**src/rtl/uart_bridge_pkg.sv**
```systemverilog
// Shared constants, state types and framing helper for the UART-to-cbus host bridge.
package uart_bridge_pkg;

    localparam logic [7:0] CMD_WRITE = 8'h57;
    localparam logic [7:0] CMD_READ  = 8'h52;
    localparam logic [7:0] RSP_ACK   = 8'h4B;
    localparam logic [7:0] RSP_ERR   = 8'h45;

    typedef enum logic [2:0] {
        P_IDLE,
        P_ADDR,
        P_DATA,
        P_EXEC,
        P_RESP
    } parser_state_t;

    typedef enum logic [1:0] {
        RX_IDLE,
        RX_START,
        RX_DATA,
        RX_STOP
    } rx_state_t;

    // 8N1 character as shifted out LSB first: start(0), data, stop(1)
    function automatic logic [9:0] uart_frame(input logic [7:0] b);
        return {1'b1, b, 1'b0};
    endfunction

endpackage

```
**src/rtl/uart_rx_byte.sv**
```systemverilog
// 8N1 UART receiver: two-flop synchroniser, start-bit glitch rejection, mid-bit sampling.
module uart_rx_byte
    import uart_bridge_pkg::*;
#(
    parameter int unsigned CLK_DIV = 104
) (
    input  logic       clk,
    input  logic       resetn,
    input  logic       ser_rx,
    output logic       byte_valid,
    output logic [7:0] byte_data,
    output logic       frame_err
);

    localparam int unsigned      TW        = $clog2(CLK_DIV);
    localparam logic [TW-1:0]    HALF_LAST = TW'(CLK_DIV / 2 - 1);
    localparam logic [TW-1:0]    BIT_LAST  = TW'(CLK_DIV - 1);

    logic [1:0]    r_sync;
    logic          r_prev;
    rx_state_t     r_state;
    logic [TW-1:0] r_timer;
    logic [2:0]    r_bitn;
    logic [7:0]    r_shift;
    logic          w_rx;
    logic          w_stop_sample;

    assign w_rx          = r_sync[1];
    assign w_stop_sample = (r_state == RX_STOP) && (r_timer == BIT_LAST);
    assign byte_valid    = w_stop_sample && w_rx;
    assign frame_err     = w_stop_sample && !w_rx;
    assign byte_data     = r_shift;

    always_ff @(posedge clk or negedge resetn) begin
        if (!resetn) begin
            r_sync  <= 2'b11;
            r_prev  <= 1'b1;
            r_state <= RX_IDLE;
            r_timer <= '0;
            r_bitn  <= '0;
            r_shift <= '0;
        end else begin
            r_sync <= {r_sync[0], ser_rx};
            r_prev <= w_rx;
            case (r_state)
                RX_IDLE: begin
                    r_timer <= '0;
                    // Only a falling edge starts a byte, so a line held low after a framing error is ignored
                    if (r_prev && !w_rx) r_state <= RX_START;
                end
                RX_START: begin
                    if (r_timer == HALF_LAST) begin
                        r_timer <= '0;
                        r_bitn  <= '0;
                        r_state <= w_rx ? RX_IDLE : RX_DATA;
                    end else begin
                        r_timer <= r_timer + 1'b1;
                    end
                end
                RX_DATA: begin
                    if (r_timer == BIT_LAST) begin
                        r_timer <= '0;
                        r_shift <= {w_rx, r_shift[7:1]};
                        r_bitn  <= r_bitn + 3'd1;
                        if (r_bitn == 3'd7) r_state <= RX_STOP;
                    end else begin
                        r_timer <= r_timer + 1'b1;
                    end
                end
                RX_STOP: begin
                    if (r_timer == BIT_LAST) begin
                        r_timer <= '0;
                        r_state <= RX_IDLE;
                    end else begin
                        r_timer <= r_timer + 1'b1;
                    end
                end
                default: r_state <= RX_IDLE;
            endcase
        end
    end

endmodule

```
**src/rtl/uart_to_cbus_bridge.sv**
```systemverilog
// Host bridge: parses 'W'/'R' command frames from the UART into single cbus
// transactions and returns 'K', read data or 'E' on the transmit line.
module uart_to_cbus_bridge
    import uart_bridge_pkg::*;
#(
    parameter int unsigned CLK_DIV     = 104,
    parameter int unsigned GAP_TIMEOUT = 1000000,
    parameter int unsigned BUS_TIMEOUT = 1024
) (
    input  logic        clk,
    input  logic        resetn,
    input  logic        ser_rx,
    output logic        ser_tx,
    output logic        cbus_valid,
    input  logic        cbus_ready,
    output logic [3:0]  cbus_wstrb,
    output logic [31:0] cbus_addr,
    output logic [31:0] cbus_wdata,
    input  logic [31:0] cbus_rdata
);

    localparam int unsigned    BTW      = $clog2(CLK_DIV);
    localparam int unsigned    GTW      = $clog2(GAP_TIMEOUT + 1);
    localparam int unsigned    STW      = $clog2(BUS_TIMEOUT + 1);
    localparam logic [BTW-1:0] BIT_LAST = BTW'(CLK_DIV - 1);
    localparam logic [GTW-1:0] GAP_LAST = GTW'(GAP_TIMEOUT - 1);
    localparam logic [STW-1:0] BUS_LAST = STW'(BUS_TIMEOUT - 1);

    logic          w_byte_valid;
    logic          w_frame_err;
    logic [7:0]    w_byte_data;

    parser_state_t  r_state;
    logic           r_is_write;
    logic [1:0]     r_cnt;
    logic [31:0]    r_addr;
    logic [31:0]    r_wdata;
    logic           r_valid;
    logic [3:0]     r_wstrb;
    logic [GTW-1:0] r_gap;
    logic [STW-1:0] r_bus;
    logic [31:0]    r_rsp;
    logic [1:0]     r_rsp_left;
    logic [9:0]     r_tx_shift;
    logic [3:0]     r_tx_bitn;
    logic [BTW-1:0] r_tx_timer;

    uart_rx_byte #(.CLK_DIV(CLK_DIV)) u_rx (
        .clk        (clk),
        .resetn     (resetn),
        .ser_rx     (ser_rx),
        .byte_valid (w_byte_valid),
        .byte_data  (w_byte_data),
        .frame_err  (w_frame_err)
    );

    assign ser_tx     = r_tx_shift[0];
    assign cbus_valid = r_valid;
    assign cbus_wstrb = r_wstrb;
    assign cbus_addr  = r_addr;
    assign cbus_wdata = r_wdata;

    always_ff @(posedge clk or negedge resetn) begin
        if (!resetn) begin
            r_state    <= P_IDLE;
            r_is_write <= 1'b0;
            r_cnt      <= '0;
            r_addr     <= '0;
            r_wdata    <= '0;
            r_valid    <= 1'b0;
            r_wstrb    <= '0;
            r_gap      <= '0;
            r_bus      <= '0;
            r_rsp      <= '0;
            r_rsp_left <= '0;
            r_tx_shift <= '1;
            r_tx_bitn  <= '0;
            r_tx_timer <= '0;
        end else begin
            case (r_state)
                P_IDLE: begin
                    r_gap <= '0;
                    r_cnt <= '0;
                    if (w_byte_valid && (w_byte_data == CMD_WRITE || w_byte_data == CMD_READ)) begin
                        r_is_write <= (w_byte_data == CMD_WRITE);
                        r_state    <= P_ADDR;
                    end
                end
                P_ADDR, P_DATA: begin
                    if (w_frame_err) begin
                        r_state <= P_IDLE;
                    end else if (w_byte_valid) begin
                        r_gap <= '0;
                        r_cnt <= r_cnt + 2'd1;
                        if (r_state == P_ADDR) r_addr[{r_cnt, 3'b000} +: 8]  <= w_byte_data;
                        else                   r_wdata[{r_cnt, 3'b000} +: 8] <= w_byte_data;
                        if (r_cnt == 2'd3) begin
                            if (r_state == P_ADDR && r_is_write) begin
                                r_state <= P_DATA;
                            end else begin
                                r_state <= P_EXEC;
                                r_valid <= 1'b1;
                                r_wstrb <= r_is_write ? 4'hF : 4'h0;
                                r_bus   <= '0;
                            end
                        end
                    end else if (r_gap == GAP_LAST) begin
                        r_state <= P_IDLE;
                    end else begin
                        r_gap <= r_gap + 1'b1;
                    end
                end
                P_EXEC: begin
                    // First response byte is loaded here so its start bit follows ready/timeout directly
                    if (cbus_ready) begin
                        r_valid    <= 1'b0;
                        r_wstrb    <= '0;
                        r_state    <= P_RESP;
                        r_tx_bitn  <= '0;
                        r_tx_timer <= '0;
                        if (r_is_write) begin
                            r_tx_shift <= uart_frame(RSP_ACK);
                            r_rsp_left <= 2'd0;
                        end else begin
                            r_tx_shift <= uart_frame(cbus_rdata[7:0]);
                            r_rsp      <= {8'h00, cbus_rdata[31:8]};
                            r_rsp_left <= 2'd3;
                        end
                    end else if (r_bus == BUS_LAST) begin
                        r_valid    <= 1'b0;
                        r_wstrb    <= '0;
                        r_state    <= P_RESP;
                        r_tx_bitn  <= '0;
                        r_tx_timer <= '0;
                        r_tx_shift <= uart_frame(RSP_ERR);
                        r_rsp_left <= 2'd0;
                    end else begin
                        r_bus <= r_bus + 1'b1;
                    end
                end
                P_RESP: begin
                    if (r_tx_timer != BIT_LAST) begin
                        r_tx_timer <= r_tx_timer + 1'b1;
                    end else begin
                        r_tx_timer <= '0;
                        if (r_tx_bitn != 4'd9) begin
                            r_tx_bitn  <= r_tx_bitn + 4'd1;
                            r_tx_shift <= {1'b1, r_tx_shift[9:1]};
                        end else if (r_rsp_left != 2'd0) begin
                            r_tx_bitn  <= '0;
                            r_tx_shift <= uart_frame(r_rsp[7:0]);
                            r_rsp      <= {8'h00, r_rsp[31:8]};
                            r_rsp_left <= r_rsp_left - 2'd1;
                        end else begin
                            r_tx_bitn  <= '0;
                            r_tx_shift <= '1;
                            r_state    <= P_IDLE;
                        end
                    end
                end
                default: r_state <= P_IDLE;
            endcase
        end
    end

endmodule

```
**config.mk**
```make
export PLATFORM = sky130hd
export DESIGN_NAME = uart_to_cbus_bridge
export DESIGN_NICKNAME = d
export VERILOG_FILES = /design/src/rtl/uart_bridge_pkg.sv /design/src/rtl/uart_rx_byte.sv /design/src/rtl/uart_to_cbus_bridge.sv
export SDC_FILE = /design/constraint.sdc
export NUM_CORES = 1
export LEC_CHECK = 0
export ABC_AREA = 1
export BUFFER_PORTS_ARGS = -buffer_cell sky130_fd_sc_hd__buf_2
export CAP_MARGIN = 30
export CORE_MARGIN = 1.5
export CORE_UTILIZATION = 41
export DETAILED_ROUTE_END_ITERATION = 10
export PLACE_DENSITY = 0.6
export SYNTH_ARGS = -nofsm -noshare
export SYNTH_HDL_FRONTEND = slang
export SYNTH_SLANG_ARGS = --single-unit
```
**constraint.sdc**
```tcl
create_clock -name clk -period 2 [get_ports clk]
set_input_delay 0.1 -clock clk [delete_from_list [all_inputs] [get_ports clk]]
set_output_delay 0.1 -clock clk [all_outputs]
set_load 0.05 [all_outputs]
```
==> metrics.cfg, run 1 <==
[place]
hpwl_um=13400
io_buffers=105
post_place_cells=1360
place_congestion=0.827

[timing]
rsz_0062_raised_after_global_routing=yes
skew_ns=0.0129
max_freq_mhz=545
fin_tns_setup_ns=0
hold-worst-slack_ns=0.0227
normalized_max_slew_margin=0.633
worst-slew-pin-transition_ns=0.551
setup_violations=0
finalCritPeriodShare=0.918
count_of_pins_over_their_slew_limit=0
report.final.hold_viol_count=0
period_minus_slack_ns=1.84

[detailed_routing]
detail_routed_net_length_per_standard_cell_um=13.6
via_count=7032
first_iter_violations=459
drt.antenna.violating_nets=0
detail_route.vias_per_cell=4.93
drt_drc_violations_left=0
routed_wl_um=19400
drt_first_pass_iters=5

[synthesis]
synth_warnings=0
synth-edff-count=0
dominant_synthesized_flop_cell=sky130_fd_sc_hd__dfrtp_1
complex_gate_fraction_of_the_synthesized_area=0.135
yosys.cell_types.count=42
synth.yosys.seq_area_share=0.508
async_reset_ff_frac=1.00
syn_area_per_cell_um2=8.58
yosys.area_share.adder=0.0250
postSynthNetCount=1044
synth_top_family_by_area=simple AND/OR/NAND/NOR gates
synth_xor_xnor_area_share=0.0196
synth_area_in_simple_gates=0.231
post_synth_mux_area_share=0.0202
post_synth_instance_area_um2=8510
synth-seq-cells=172
synth_cells=991

[cts]
clock_latency_on_the_worst_skew_pair_ns=0.44
cts.htree.levels=4
clockRootBuffer=sky130_fd_sc_hd__clkbuf_16
clock_tree_from_tritoncts=done
cts-buffers-inserted=17
clk_pin_slew_ns=0.07
clock_sinks=172
max-clock-path-buffers=2

[setup_path]
worstPathMaxFanout=16
timing.critical_path.max_delay_family=simple AND/OR/NAND/NOR gates
critical_path_required_ns=2.31
crit_path_cell_trace=ha_2, nand2_2, nor2_4, nand4_4, nor2_4, nand2_2, inv_2, nand2_2, nand2_1, o21ai_1
worst-setup-path-type=flop to flop
cpMostUsedCell=sky130_fd_sc_hd__nand2_2
timing.critical_path.arrival_ns=2.15
crit_path_end_kind=flop
worst-path-buf-inv=1
cp_max_delay_cell=sky130_fd_sc_hd__dfrtp_1
critical-path-max-stage-delay_ns=0.38
startpoint_type=flop

[floorplanning]
die_area_um2=21600
fp.dieW_um=147
boundaryPins=106
initial_core_utilization=0.419
chipHeight_um=147
core_area_um2=20300
core.rowCount=52

[global_route]
use_met2=0.302
grt_pass1_wl_um=33100
grt_max_degree=57
grt_util_met1=0.261
global_route.usage.met3=0.0354
globalRoute.totalOverflow=0
grt_use_total=0.188
grt_pass1_vias=6853
global_route.peak_usage_layer=met2
antenna_found_initial=0

[worst_hold_path]
worst_hold_path_type=input port to flop

[power]
vdd_drop_max_mv=0.554
leakagePower_nw=5.16
cellPowerDensity_nw_per_um2=710
total_power_mw=7.42

[layout]
layoutNonFillerInstCount=1426
layout-area-overhead-vs-synth_pct=22.8
antennaDiodeCount=0
fin_nets=1196
fraction_of_layout_instances_using_a_drive_strength_above_1=0.216
fin_util=0.515

[job]
max_cap_violations=0

[run_status]
outcome=finished clean

-- cells by family (layout without fill, tap and decap cells) --
logic type	after synthesis	count (layout)
adder cells (fa/ha/maj)	17	17
multiplexers	17	17
XOR/XNOR	19	19
AND/OR/NAND/NOR	451	451
buffers and inverters	115	280
AO/OA/AOI/OAI	200	200
flip-flops	172	172
-- what timing repair did --
item	CTS	global route
endpoints found under the hold margin	78	0
setup endpoints to repair	0	65
hold buffers	28	0
setup buffers	0	4
resized for setup	0	17
-- Yosys cell counts (2+ instances only) --
cell type                  instances  area (µm²)
sky130_fd_sc_hd__ha_1             17         213
sky130_fd_sc_hd__or2_2             4        25.0
sky130_fd_sc_hd__nand3_1          59         295
sky130_fd_sc_hd__o21bai_1          4        30.0
sky130_fd_sc_hd__buf_4             6        45.0
sky130_fd_sc_hd__a21oi_2           2        17.5
sky130_fd_sc_hd__dfrtp_1         160        4000
sky130_fd_sc_hd__a21oi_1           5        25.0
sky130_fd_sc_hd__buf_2             8        40.0
sky130_fd_sc_hd__a21o_1            2        15.0
sky130_fd_sc_hd__nor2_1           63         236
sky130_fd_sc_hd__nand2_2          12        75.1
sky130_fd_sc_hd__o21ai_1          38         190
sky130_fd_sc_hd__inv_1            76         285
sky130_fd_sc_hd__nand3b_1          4        30.0
sky130_fd_sc_hd__nand2_1         267        1000
sky130_fd_sc_hd__buf_6             8        90.1
sky130_fd_sc_hd__nor3_1           11        55.1
sky130_fd_sc_hd__o22ai_1           4        25.0
sky130_fd_sc_hd__nor2_2            3        18.8
sky130_fd_sc_hd__clkbuf_1         11        41.3
sky130_fd_sc_hd__nor3_2            2        20.0
sky130_fd_sc_hd__mux2i_1          16         160
sky130_fd_sc_hd__o211ai_1          4        30.0
sky130_fd_sc_hd__nand4_1          19         119
sky130_fd_sc_hd__o21ai_2          24         210
sky130_fd_sc_hd__xnor2_1           3        26.3
sky130_fd_sc_hd__xor2_1           16         140
sky130_fd_sc_hd__dfstp_2          12         315
sky130_fd_sc_hd__inv_2             5        18.8
sky130_fd_sc_hd__o21ai_0         110         551
sky130_fd_sc_hd__nor2_4            5        56.3
sky130_fd_sc_hd__o21a_1            2        15.0
-- metrics by stage --
step,area (µm²),setup WS (ns)
6_report,10400,0.165
5_1_grt,10400,-0.0483
4_1_cts,10300,0.0643
3_5_place_dp,9460,0.0794
3_3_place_gp,9460,0.0552
2_1_floorplan,8510,0.0380
-- cell usage in the layout, fill, tap and decap left out, types with 5 or more instances in the layout --
cell                            instances
sky130_fd_sc_hd__a21oi_1                5
sky130_fd_sc_hd__buf_12                 7
sky130_fd_sc_hd__buf_2                104
sky130_fd_sc_hd__buf_4                 23
sky130_fd_sc_hd__clkbuf_16             18
sky130_fd_sc_hd__dfrtp_1              160
sky130_fd_sc_hd__dfstp_2               12
sky130_fd_sc_hd__dlygate4sd3_1         28
sky130_fd_sc_hd__ha_1                  16
sky130_fd_sc_hd__inv_1                 75
sky130_fd_sc_hd__inv_2                  5
sky130_fd_sc_hd__inv_6                  6
sky130_fd_sc_hd__mux2i_1               16
sky130_fd_sc_hd__nand2_1              265
sky130_fd_sc_hd__nand2_2               11
sky130_fd_sc_hd__nand3_1               58
sky130_fd_sc_hd__nand4_1               19
sky130_fd_sc_hd__nor2_1                59
sky130_fd_sc_hd__nor2_2                 6
sky130_fd_sc_hd__nor2_4                 6
sky130_fd_sc_hd__nor3_1                11
sky130_fd_sc_hd__o21ai_0              108
sky130_fd_sc_hd__o21ai_1               40
sky130_fd_sc_hd__o21ai_2               23
sky130_fd_sc_hd__xor2_1                16
-- registers in the layout (all words and copies together) (netlist names), 3 cells and up, named ones only --
name,flops
cbus_addr,32
cbus_wdata,32
r_bus,11
r_gap,20
r_rsp,24
r_state,3
r_tx_bitn,4
r_tx_shift,9
r_tx_timer,7
u_rx.byte_data,8
u_rx.r_bitn,3
u_rx.r_timer,7
-- cell type report --
cell class | count | area (µm²)
fillers | 1925 | 9850
flip-flops and latches | 172 | 4320
multi-input cells | 704 | 3710
repair buffers | 165 | 1160
clock buffers | 19 | 443
well taps | 270 | 338
inverters | 82 | 312
clock inverters | 13 | 153
repair inverters | 1 | 7.51
-- report_power, final --
part	internal, mW	switching, mW	total [mW]	leakage (nW)
logic	0.183	0.297	0.480	2.55
registers	3.53	0.0374	3.57	2.32
clock network	1.90	1.47	3.37	0.294
total	5.62	1.80	7.42	5.16
-- final timing paths --
check | endpoint | slack, ns | start | cells after the start
hold / removal | r_tx_shift[2] | 0.02 | cbus_rdata[1] | 5
max in group asynchronous | r_tx_shift[0] | 1.09 | resetn | 3
setup reg to reg | cbus_wdata[28] | 0.16 | u_rx.r_timer[0] | 10
min in group asynchronous | cbus_wdata[14] | 0.22 | resetn | 2
setup / recovery | cbus_wdata[28] | 0.16 | u_rx.r_timer[0] | 10
hold reg to reg | u_rx.r_sync[1] | 0.36 | u_rx.r_sync[0] | 0
-- worst min-delay path: cells and delay by family --
kind / cells / cell delay (ns)
and+or+nand+nor: 3 / 0.18
buffers and inverters: 1 / 0.07
AOI/OAI and AO/OA: 1 / 0.07
-- metal layers --
metal	wire, µm	up-vias	part of all wire
met2	9130	117	0.47
met1	9430	3324	0.49
met3	646	16	0.033
met5	0	-	0
met4	189	0	0.0097
li1	-	3575	-
Power figures use the tool's default switching activity.
==> inputs of run 2 (changes only) <==
--- a/config.mk
+++ b/config.mk
@@ -14,4 +14,5 @@
 export PLACE_DENSITY = 0.6
 export SYNTH_ARGS = -nofsm -noshare
 export SYNTH_HDL_FRONTEND = slang
+export SYNTH_HIERARCHICAL = 1
 export SYNTH_SLANG_ARGS = --single-unit
==> run 2 against run 1 <==
The flow now finishes with violations (setup timing); sequential share of layout area shrank 2.3 points; clock skew grew 0.0023 ns; non-clock buffer count grew 22; area after synthesis grew 2.3%; highest routed layer is now met5; design area grew 5.8%; first-iteration DRC count shrank 27%; register-to-register slack lost 0.30 ns; worst hold slack lost 0.0041 ns.
==> metrics.cfg, run 2 <==
[timing]
max_freq_mhz=469  ; was 545 MHz
finalCritPeriodShare=1.07  ; was 0.918
skew_ns=0.0152  ; was 0.0129 ns
period_minus_slack_ns=2.13  ; was 1.84 ns
report.final.hold_viol_count=0  ; unchanged
fin_ws_ns=-0.134  ; was 0.165 ns
rsz_0062_raised_after_global_routing=yes  ; unchanged
setup_violations=76  ; was 0
worst-slew-pin-transition_ns=0.406  ; was 0.551 ns
normalized_max_slew_margin=0.729  ; was 0.633
count_of_pins_over_their_slew_limit=0  ; unchanged

[layout]
layoutNonFillerInstCount=1472  ; was 1,426
fin_util=0.528  ; was 0.515
final-seq-area_um2=4320  ; about the same
fin_nets=1233  ; was 1,196
layout_common_cells=sky130_fd_sc_hd__nand2_1, sky130_fd_sc_hd__dfrtp_1, sky130_fd_sc_hd__buf_2, sky130_fd_sc_hd__nor2_1, sky130_fd_sc_hd__inv_1  ; was sky130_fd_sc_hd__nand2_1, sky130_fd_sc_hd__dfrtp_1, sky130_fd_sc_hd__o21ai_0, sky130_fd_sc_hd__buf_2, sky130_fd_sc_hd__inv_1
layout-area-overhead-vs-synth_pct=27.0  ; was 22.8%
final_design_area_no_fill_um2=11100  ; was 10,400 µm²
final_common_cell=sky130_fd_sc_hd__nand2_1  ; unchanged
multi_input_area_um2=4120  ; was 3710 µm²
fraction_of_layout_instances_using_a_drive_strength_above_1=0.285  ; was 0.216
number_of_fillers_in_the_final_layout=1946  ; was 1,925

[power]
share_comb_of_total_power=0.094  ; was 0.065
swShare=0.265  ; was 0.243
vdd_drop_max_mv=0.551  ; was 0.554 mV
intPower_mw=5.70  ; was 5.62 mW
leakagePower_nw=5.60  ; was 5.16 nW
cellPowerDensity_nw_per_um2=702  ; was 710 nW/µm²
clock_power_share=0.440  ; was 0.455
netSwitchingPower_mw=2.06  ; was 1.80 mW
sequential_fraction_of_design_power=0.467  ; was 0.481

[detailed_routing]
routed_wl_um=20000  ; was 19,400 µm
via_count=7100  ; was 7,032
first_iter_violations=333  ; was 459
detail_routed_net_length_per_standard_cell_um=13.6  ; about the same
detail_route.vias_per_cell=4.82  ; was 4.93
drt_first_pass_iters=4  ; was 5
drt_drc_violations_left=0  ; unchanged
drt.antenna.violating_nets=0  ; unchanged

[setup_path]
critical_path_required_ns=2.32  ; was 2.31 ns
cp_max_delay_cell=sky130_fd_sc_hd__mux2_2  ; was sky130_fd_sc_hd__dfrtp_1
crit_path_cell_trace=ha_2, nand2_4, nor2_4, nand3_2, nor2_4, inv_4, nor2_4, nand4_4, nor2_4, mux2_2  ; was ha_2, nand2_2, nor2_4, nand4_4, nor2_4, nand2_2, inv_2, nand2_2, nand2_1, o21ai_1
worst-setup-path-type=flop to flop  ; unchanged
crit_path_end_kind=flop  ; unchanged
cp-startpoint=u_rx/r_timer[0]  ; was u_rx.r_timer[0]
timing.critical_path.arrival_ns=2.46  ; was 2.15 ns
timing.rr.end=cbus_wdata[13]  ; was cbus_wdata[28]
r2r.worst_path.cells=10  ; unchanged
worstPathMaxFanout=8  ; was 16
ff2ff_setup_slack_ns=-0.13  ; was 0.16 ns
critical-path-max-stage-delay_ns=0.37  ; was 0.38 ns
startpoint_type=flop  ; unchanged
cpMostUsedCell=sky130_fd_sc_hd__nor2_4  ; was sky130_fd_sc_hd__nand2_2
regToRegStartpoint=u_rx/r_timer[0]  ; was u_rx.r_timer[0]

[synthesis]
synth.yosys.seq_area_share=0.496  ; was 0.508
synthMostInstantiatedCell=sky130_fd_sc_hd__nand2_1  ; unchanged
yosys.cell_types.count=42  ; unchanged
synth_common_cells=sky130_fd_sc_hd__nand2_1, sky130_fd_sc_hd__dfrtp_1, sky130_fd_sc_hd__nor2_1  ; was sky130_fd_sc_hd__nand2_1, sky130_fd_sc_hd__dfrtp_1, sky130_fd_sc_hd__o21ai_0
synth-seq-cells=172  ; unchanged
yosys-top-cells-area=sky130_fd_sc_hd__dfrtp_1, sky130_fd_sc_hd__nand2_1, sky130_fd_sc_hd__mux2_2  ; was sky130_fd_sc_hd__dfrtp_1, sky130_fd_sc_hd__nand2_1, sky130_fd_sc_hd__o21ai_0
postSynthNetCount=1055  ; was 1,044
synth-edff-count=0  ; unchanged
async_reset_ff_frac=1.00  ; unchanged
synth_largest_type_area_fraction=0.460  ; was 0.471
synth_warnings=6  ; was 0
dominant_synthesized_flop_cell=sky130_fd_sc_hd__dfrtp_1  ; unchanged
yosysTopAreaCell=sky130_fd_sc_hd__dfrtp_1  ; unchanged
syn_area_per_cell_um2=8.66  ; was 8.58 µm²
post_synth_instance_area_um2=8700  ; was 8510 µm²
synth_cells=1005  ; was 991

[global_route]
globalRoute.totalOverflow=0  ; unchanged
global_route.usage.met3=0.0396  ; was 0.0354
grt_pass1_vias=7080  ; was 6,853
use_met2=0.317  ; was 0.302
grt_pass1_wl_um=34400  ; was 33,100 µm
grt_max_degree=62  ; was 57
antenna_found_initial=2  ; was 0
grt_util_met1=0.259  ; was 0.261
global_route.peak_usage_layer=met2  ; unchanged
grt_use_total=0.192  ; was 0.188

[run_status]
outcome=finished, violations left  ; was finished clean
violations=setup timing

[worst_hold_path]
timing.hold.worst.start=cbus_rdata[21]  ; was cbus_rdata[1]
timing.hold.worst_path_depth=5  ; unchanged
hold-path-endpoint=r_rsp[13]  ; was r_tx_shift[2]
worst_hold_path_type=input port to flop  ; unchanged

[place]
post_place_cells=1401  ; was 1,360
hpwl_um=14000  ; was 13,400 µm
place_congestion=0.803  ; was 0.827
io_buffers=105  ; unchanged
dpl_cell_area_um2=9890  ; was 9460 µm²

[cts]
cts.htree.levels=4  ; unchanged
clockRootBuffer=sky130_fd_sc_hd__clkbuf_16  ; unchanged
clock_sinks=172  ; unchanged
clock_latency_on_the_worst_skew_pair_ns=0.43  ; was 0.44 ns
clk_pin_slew_ns=0.08  ; was 0.07 ns
cts-buffers-inserted=17  ; unchanged
clock_tree_from_tritoncts=done  ; unchanged
max-clock-path-buffers=2  ; unchanged

[floorplanning]
initial_core_utilization=0.415  ; was 0.419
core_area_um2=21000  ; was 20,300 µm²
chipHeight_um=149  ; was 147 µm
die_area_um2=22100  ; was 21,600 µm²
core.rowCount=53  ; was 52
boundaryPins=106  ; unchanged
fp.dieW_um=149  ; was 147 µm

[job]
max_cap_violations=0  ; unchanged

## run 2: worst max path at each step
stage / cells past startpoint / slack [ns] / end
global placement: 10 / -0.19 / cbus_wdata[6]
global route: 10 / -0.25 / cbus_addr[13]
CTS: 10 / -0.16 / cbus_addr[18]
floorplan: 11 / -0.17 / cbus_wdata[11]
finish: 10 / -0.13 / cbus_wdata[13]
detailed placement: 10 / -0.27 / cbus_wdata[5]
## run 2: per-layer routing
layer	vias to the layer above	routed length [µm]	part of all wire
li1	3601	-	-
met1	3349	9420	0.47
met2	125	9550	0.48
met3	23	711	0.036
met4	2	279	0.014
met5	-	13	0.00065
## run 2: timing repair
action / CTS / global route
endpoints found under the setup margin: 88 / 139
hold endpoints to repair: 167 / 0
gates resized for setup: 23 / 19
hold buffers: 24 / 0
setup buffers: 7 / 6
gates cloned: 0 / 1
pin swaps: 7 / 3
## run 2: power by group through the flow
stage | combinational, mW | clock, mW | sequential (mW)
floorplan | 0.332 | 0 | 3.70
global placement | 0.668 | 0 | 3.68
detailed placement | 0.677 | 0 | 3.68
CTS | 0.718 | 3.50 | 3.62
global route | 0.843 | 3.66 | 3.63
finish | 0.726 | 3.41 | 3.62
## run 2: cell type report
type | instances | area share
repair buffers | 187 | 0.121
clock inverters | 15 | 0.0171
clock buffers | 17 | 0.0385
well taps | 275 | 0.0311
flip-flops and latches | 172 | 0.391
diodes | 1 | 0.000226
inverters | 83 | 0.0289
multi-input cells | 722 | 0.372
## run 2: critical path, delay by kind of cell (launching register included)
kind	cells	cell delay, ns
adders and majority gates	1	0.21
buffers and inverters	1	0.05
DFF	1	0.36
muxes	1	0.37
and+or+nand+nor	7	1.04
## run 2: cells by family (layout without fill, tap and decap cells)
group	after synthesis	count (layout)	synth area share
adders and majority gates	14	14	0.0201
muxes	65	65	0.0839
xor gates and xnor gates	24	24	0.0241
buffers and inverters	111	302	0.0552
AOI/OAI and AO/OA	91	91	0.0589
other	0	1	0
and+or+nand+nor	528	528	0.261
DFF	172	172	0.496
## run 2: through the flow
stage | setup WS [ns] | hold slack (ns) | power, mW | TNS, ns
global route | -0.246 | 0.0277 | 8.13 | -17.20
detailed placement | -0.268 | 0.0403 | 4.36 | -17.51
floorplan | -0.168 | -0.196 | 4.03 | -8.59
global placement | -0.194 | 0.0431 | 4.35 | -12.14
finish | -0.134 | 0.0186 | 7.76 | -7.36
CTS | -0.158 | 0.00313 | 7.83 | -9.74
==> inputs of run 3 (changes only) <==
--- a/config.mk
+++ b/config.mk
@@ -12,6 +12,8 @@
 export CORE_UTILIZATION = 41
 export DETAILED_ROUTE_END_ITERATION = 10
 export PLACE_DENSITY = 0.6
+export RECOVER_POWER = 25
+export REMOVE_ABC_BUFFERS = 1
 export SYNTH_ARGS = -nofsm -noshare
 export SYNTH_HDL_FRONTEND = slang
 export SYNTH_HIERARCHICAL = 1
==> constraint.sdc (replaced) <==
create_clock -name clk -period 2 [get_ports clk]
set_input_delay 0.2 -clock clk [delete_from_list [all_inputs] [get_ports clk]]
set_output_delay 0.2 -clock clk [all_outputs]
set_load 0.05 [all_outputs]
==> run 3 against run 2 <==
The flow still finishes with violations (setup timing); global-route usage shrank 0.58 points; core utilization grew 0.99 points; critical path depth grew 1; largest power group unchanged; flip-flop and latch count is the same; maximum frequency grew 2.6%; total power is essentially flat; critical path type unchanged; via count shrank 0.27%; combinational power shrank 2%; non-clock buffer count shrank 9; clock power is essentially flat; routed wire length grew 1.8%; die area is the same.
==> metrics.cfg, run 3 (synthesized netlist as in run 2, its figures left out) <==
[run_status]
outcome=finished, violations left  ; unchanged
violations=setup timing  ; unchanged

[place]
io_buffers=105  ; unchanged
hpwl_um=13800  ; was 14,000 µm
dpl_cell_area_um2=9850  ; was 9890 µm²
place_congestion=0.799  ; was 0.803
post_place_cells=1406  ; was 1,401

[setup_path]
startpoint_type=flop  ; unchanged
worst-path-buf-inv=2  ; was 1
critical_path_required_ns=2.32  ; about the same
critical-path-max-stage-delay_ns=0.37  ; about the same
cp_max_delay_cell=sky130_fd_sc_hd__dfrtp_1  ; was sky130_fd_sc_hd__mux2_2
ff2ff_setup_slack_ns=-0.08  ; was -0.13 ns
worst-setup-path-type=flop to flop  ; unchanged
crit_path_end_kind=flop  ; unchanged
cpMostUsedCell=sky130_fd_sc_hd__nor2_4  ; unchanged
timing.critical_path.arrival_ns=2.40  ; was 2.46 ns
regToRegStartpoint=u_rx/r_timer[0]  ; unchanged
timing.critical_path.max_delay_family=simple AND/OR/NAND/NOR gates  ; unchanged
crit_path_cell_trace=ha_2, nand2_2, nor2_4, nand3_4, nor2_4, inv_2, nor2_4, nand4_4, nor2_2, buf_6, mux2_4  ; was ha_2, nand2_4, nor2_4, nand3_2, nor2_4, inv_4, nor2_4, nand4_4, nor2_4, mux2_2
r2r.worst_path.cells=11  ; was 10
worstPathMaxFanout=8  ; unchanged
timing.rr.end=cbus_wdata[8]  ; was cbus_wdata[13]

[layout]
layoutNonFillerInstCount=1462  ; was 1,472
final_design_area_no_fill_um2=11300  ; was 11,100 µm²
fin_nets=1224  ; was 1,233
layout_common_cells=sky130_fd_sc_hd__nand2_1, sky130_fd_sc_hd__dfrtp_1, sky130_fd_sc_hd__buf_2, sky130_fd_sc_hd__nor2_1, sky130_fd_sc_hd__inv_1  ; unchanged
final_common_cell=sky130_fd_sc_hd__nand2_1  ; unchanged
layout-area-overhead-vs-synth_pct=29.4  ; was 27.0%
antennaDiodeCount=0  ; was 1
fraction_of_layout_instances_using_a_drive_strength_above_1=0.309  ; was 0.285
fin_util=0.537  ; was 0.528

[floorplanning]
core_area_um2=21000  ; unchanged
boundaryPins=106  ; unchanged
initial_core_utilization=0.415  ; unchanged
die_area_um2=22100  ; unchanged
core.rowCount=53  ; unchanged
fp.dieW_um=149  ; unchanged
chipHeight_um=149  ; unchanged

[timing]
max_freq_mhz=481  ; was 469 MHz
setup_violations=71  ; was 76
period_minus_slack_ns=2.08  ; was 2.13 ns
report.final.hold_viol_count=0  ; unchanged
normalized_max_slew_margin=0.251  ; was 0.729
worst-slew-pin-transition_ns=1.12  ; was 0.406 ns
fin_tns_setup_ns=-3.58  ; was -7.36 ns
count_of_pins_over_their_slew_limit=0  ; unchanged
finalCritPeriodShare=1.04  ; was 1.07
fin_ws_ns=-0.0793  ; was -0.134 ns
rsz_0062_raised_after_global_routing=yes  ; unchanged
skew_ns=0.0117  ; was 0.0152 ns

[power]
total_power_mw=7.76  ; about the same
vdd_drop_max_mv=0.661  ; was 0.551 mV
clock_power_share=0.443  ; was 0.440
share_comb_of_total_power=0.091  ; was 0.094
swShare=0.277  ; was 0.265
intPower_mw=5.61  ; was 5.70 mW
leakagePower_nw=5.65  ; was 5.60 nW
sequential_fraction_of_design_power=0.466  ; was 0.467
cellPowerDensity_nw_per_um2=689  ; was 702 nW/µm²
netSwitchingPower_mw=2.15  ; was 2.06 mW

[cts]
clock_sinks=172  ; unchanged
clockRootBuffer=sky130_fd_sc_hd__clkbuf_16  ; unchanged
clk_pin_slew_ns=0.08  ; about the same
clock_latency_on_the_worst_skew_pair_ns=0.44  ; was 0.43 ns
clock_tree_from_tritoncts=done  ; unchanged
cts-buffers-inserted=17  ; unchanged
max-clock-path-buffers=2  ; unchanged
cts.htree.levels=4  ; unchanged

[worst_hold_path]
timing.hold.worst.start=cbus_rdata[28]  ; was cbus_rdata[21]
worst_hold_path_type=input port to flop  ; unchanged
timing.hold.worst_path_depth=3  ; was 5
hold-path-endpoint=r_rsp[20]  ; was r_rsp[13]

[detailed_routing]
drt_drc_violations_left=0  ; unchanged
routed_wl_um=20300  ; was 20,000 µm
via_count=7081  ; was 7,100
drt.antenna.violating_nets=0  ; unchanged
detail_route.vias_per_cell=4.84  ; was 4.82
first_iter_violations=320  ; was 333
detail_routed_net_length_per_standard_cell_um=13.9  ; was 13.6 µm
drt_first_pass_iters=4  ; unchanged

[global_route]
antenna_found_initial=1  ; was 2
grt_use_total=0.186  ; was 0.192
grt_max_degree=49  ; was 62
grt_pass1_vias=6733  ; was 7,080
grt_pass1_wl_um=33200  ; was 34,400 µm
globalRoute.totalOverflow=0  ; unchanged

[job]
max_cap_violations=0  ; unchanged

run 3: cell count changes in the layout (fill, tap and decap cells not counted), sizes merged:
cell | before | now
dlygate4sd3 | 24 | 8
bufinv | 1 | 0
buf | 162 | 164
diode | 1 | 0
clkinvlp | 1 | 0
clkinv | 6 | 10
clkbuf | 18 | 23
inv | 90 | 88
run 3: worst reg2reg max path, delay by kind of cell (launching register included):
kind	cells	cell delay, ns
fa+ha+maj	1	0.19
buf+inv	2	0.23
flops	1	0.37
simple gates	7	0.87
mux	1	0.31
run 3: power by group through the flow:
stage	clock (mW)	combinational, mW	sequential [mW]
final	3.44	0.708	3.61
after global routing	3.64	0.816	3.62
after CTS	3.51	0.700	3.62
after detailed placement	0	0.679	3.68
after global placement	0	0.677	3.68
after floorplan	0	0.305	3.71
run 3: cell type report:
type	instances	area (µm²)
fillers	1900	9690
multi-input cells	722	4340
well taps	275	344
repair buffers	178	1310
clock inverters	15	209
clock buffers	17	425
flip-flops and latches	172	4320
inverters	83	312
run 3: worst max path at each step:
stage	cells after the start	slack (ns)	start	end
after detailed placement	11	-0.30	u_rx/r_timer[0]	cbus_wdata[27]
after global placement	11	-0.26	u_rx/r_timer[0]	cbus_wdata[18]
after CTS	12	-0.13	u_rx/r_timer[0]	cbus_addr[17]
after floorplan	9	-0.59	r_state[0]	r_rsp[10]
after global routing	11	-0.20	u_rx/r_timer[0]	cbus_wdata[8]
final	11	-0.08	u_rx/r_timer[0]	cbus_wdata[8]
run 3: metal layers:
metal,routed length (µm),track usage
met5,12,0
met4,223,0.0510
met3,767,0.0362
met2,9740,0.306
met1,9590,0.251
run 3: stage by stage:
step	hold WS (ns)	setup WS, ns
after floorplan	-0.0956	-0.593
after global placement	0.165	-0.256
after detailed placement	0.163	-0.301
after CTS	0.00208	-0.128
after global routing	0.0122	-0.201
final	0.0101	-0.0793
run 3: repair_timing:
item / CTS / global route
cloned: 0 / 4
pin swaps: 11 / 21
hold endpoints to repair: 43 / 0
resized for setup: 57 / 77
setup buffers: 7 / 5
hold buffers: 8 / 0
setup endpoints to repair: 79 / 130
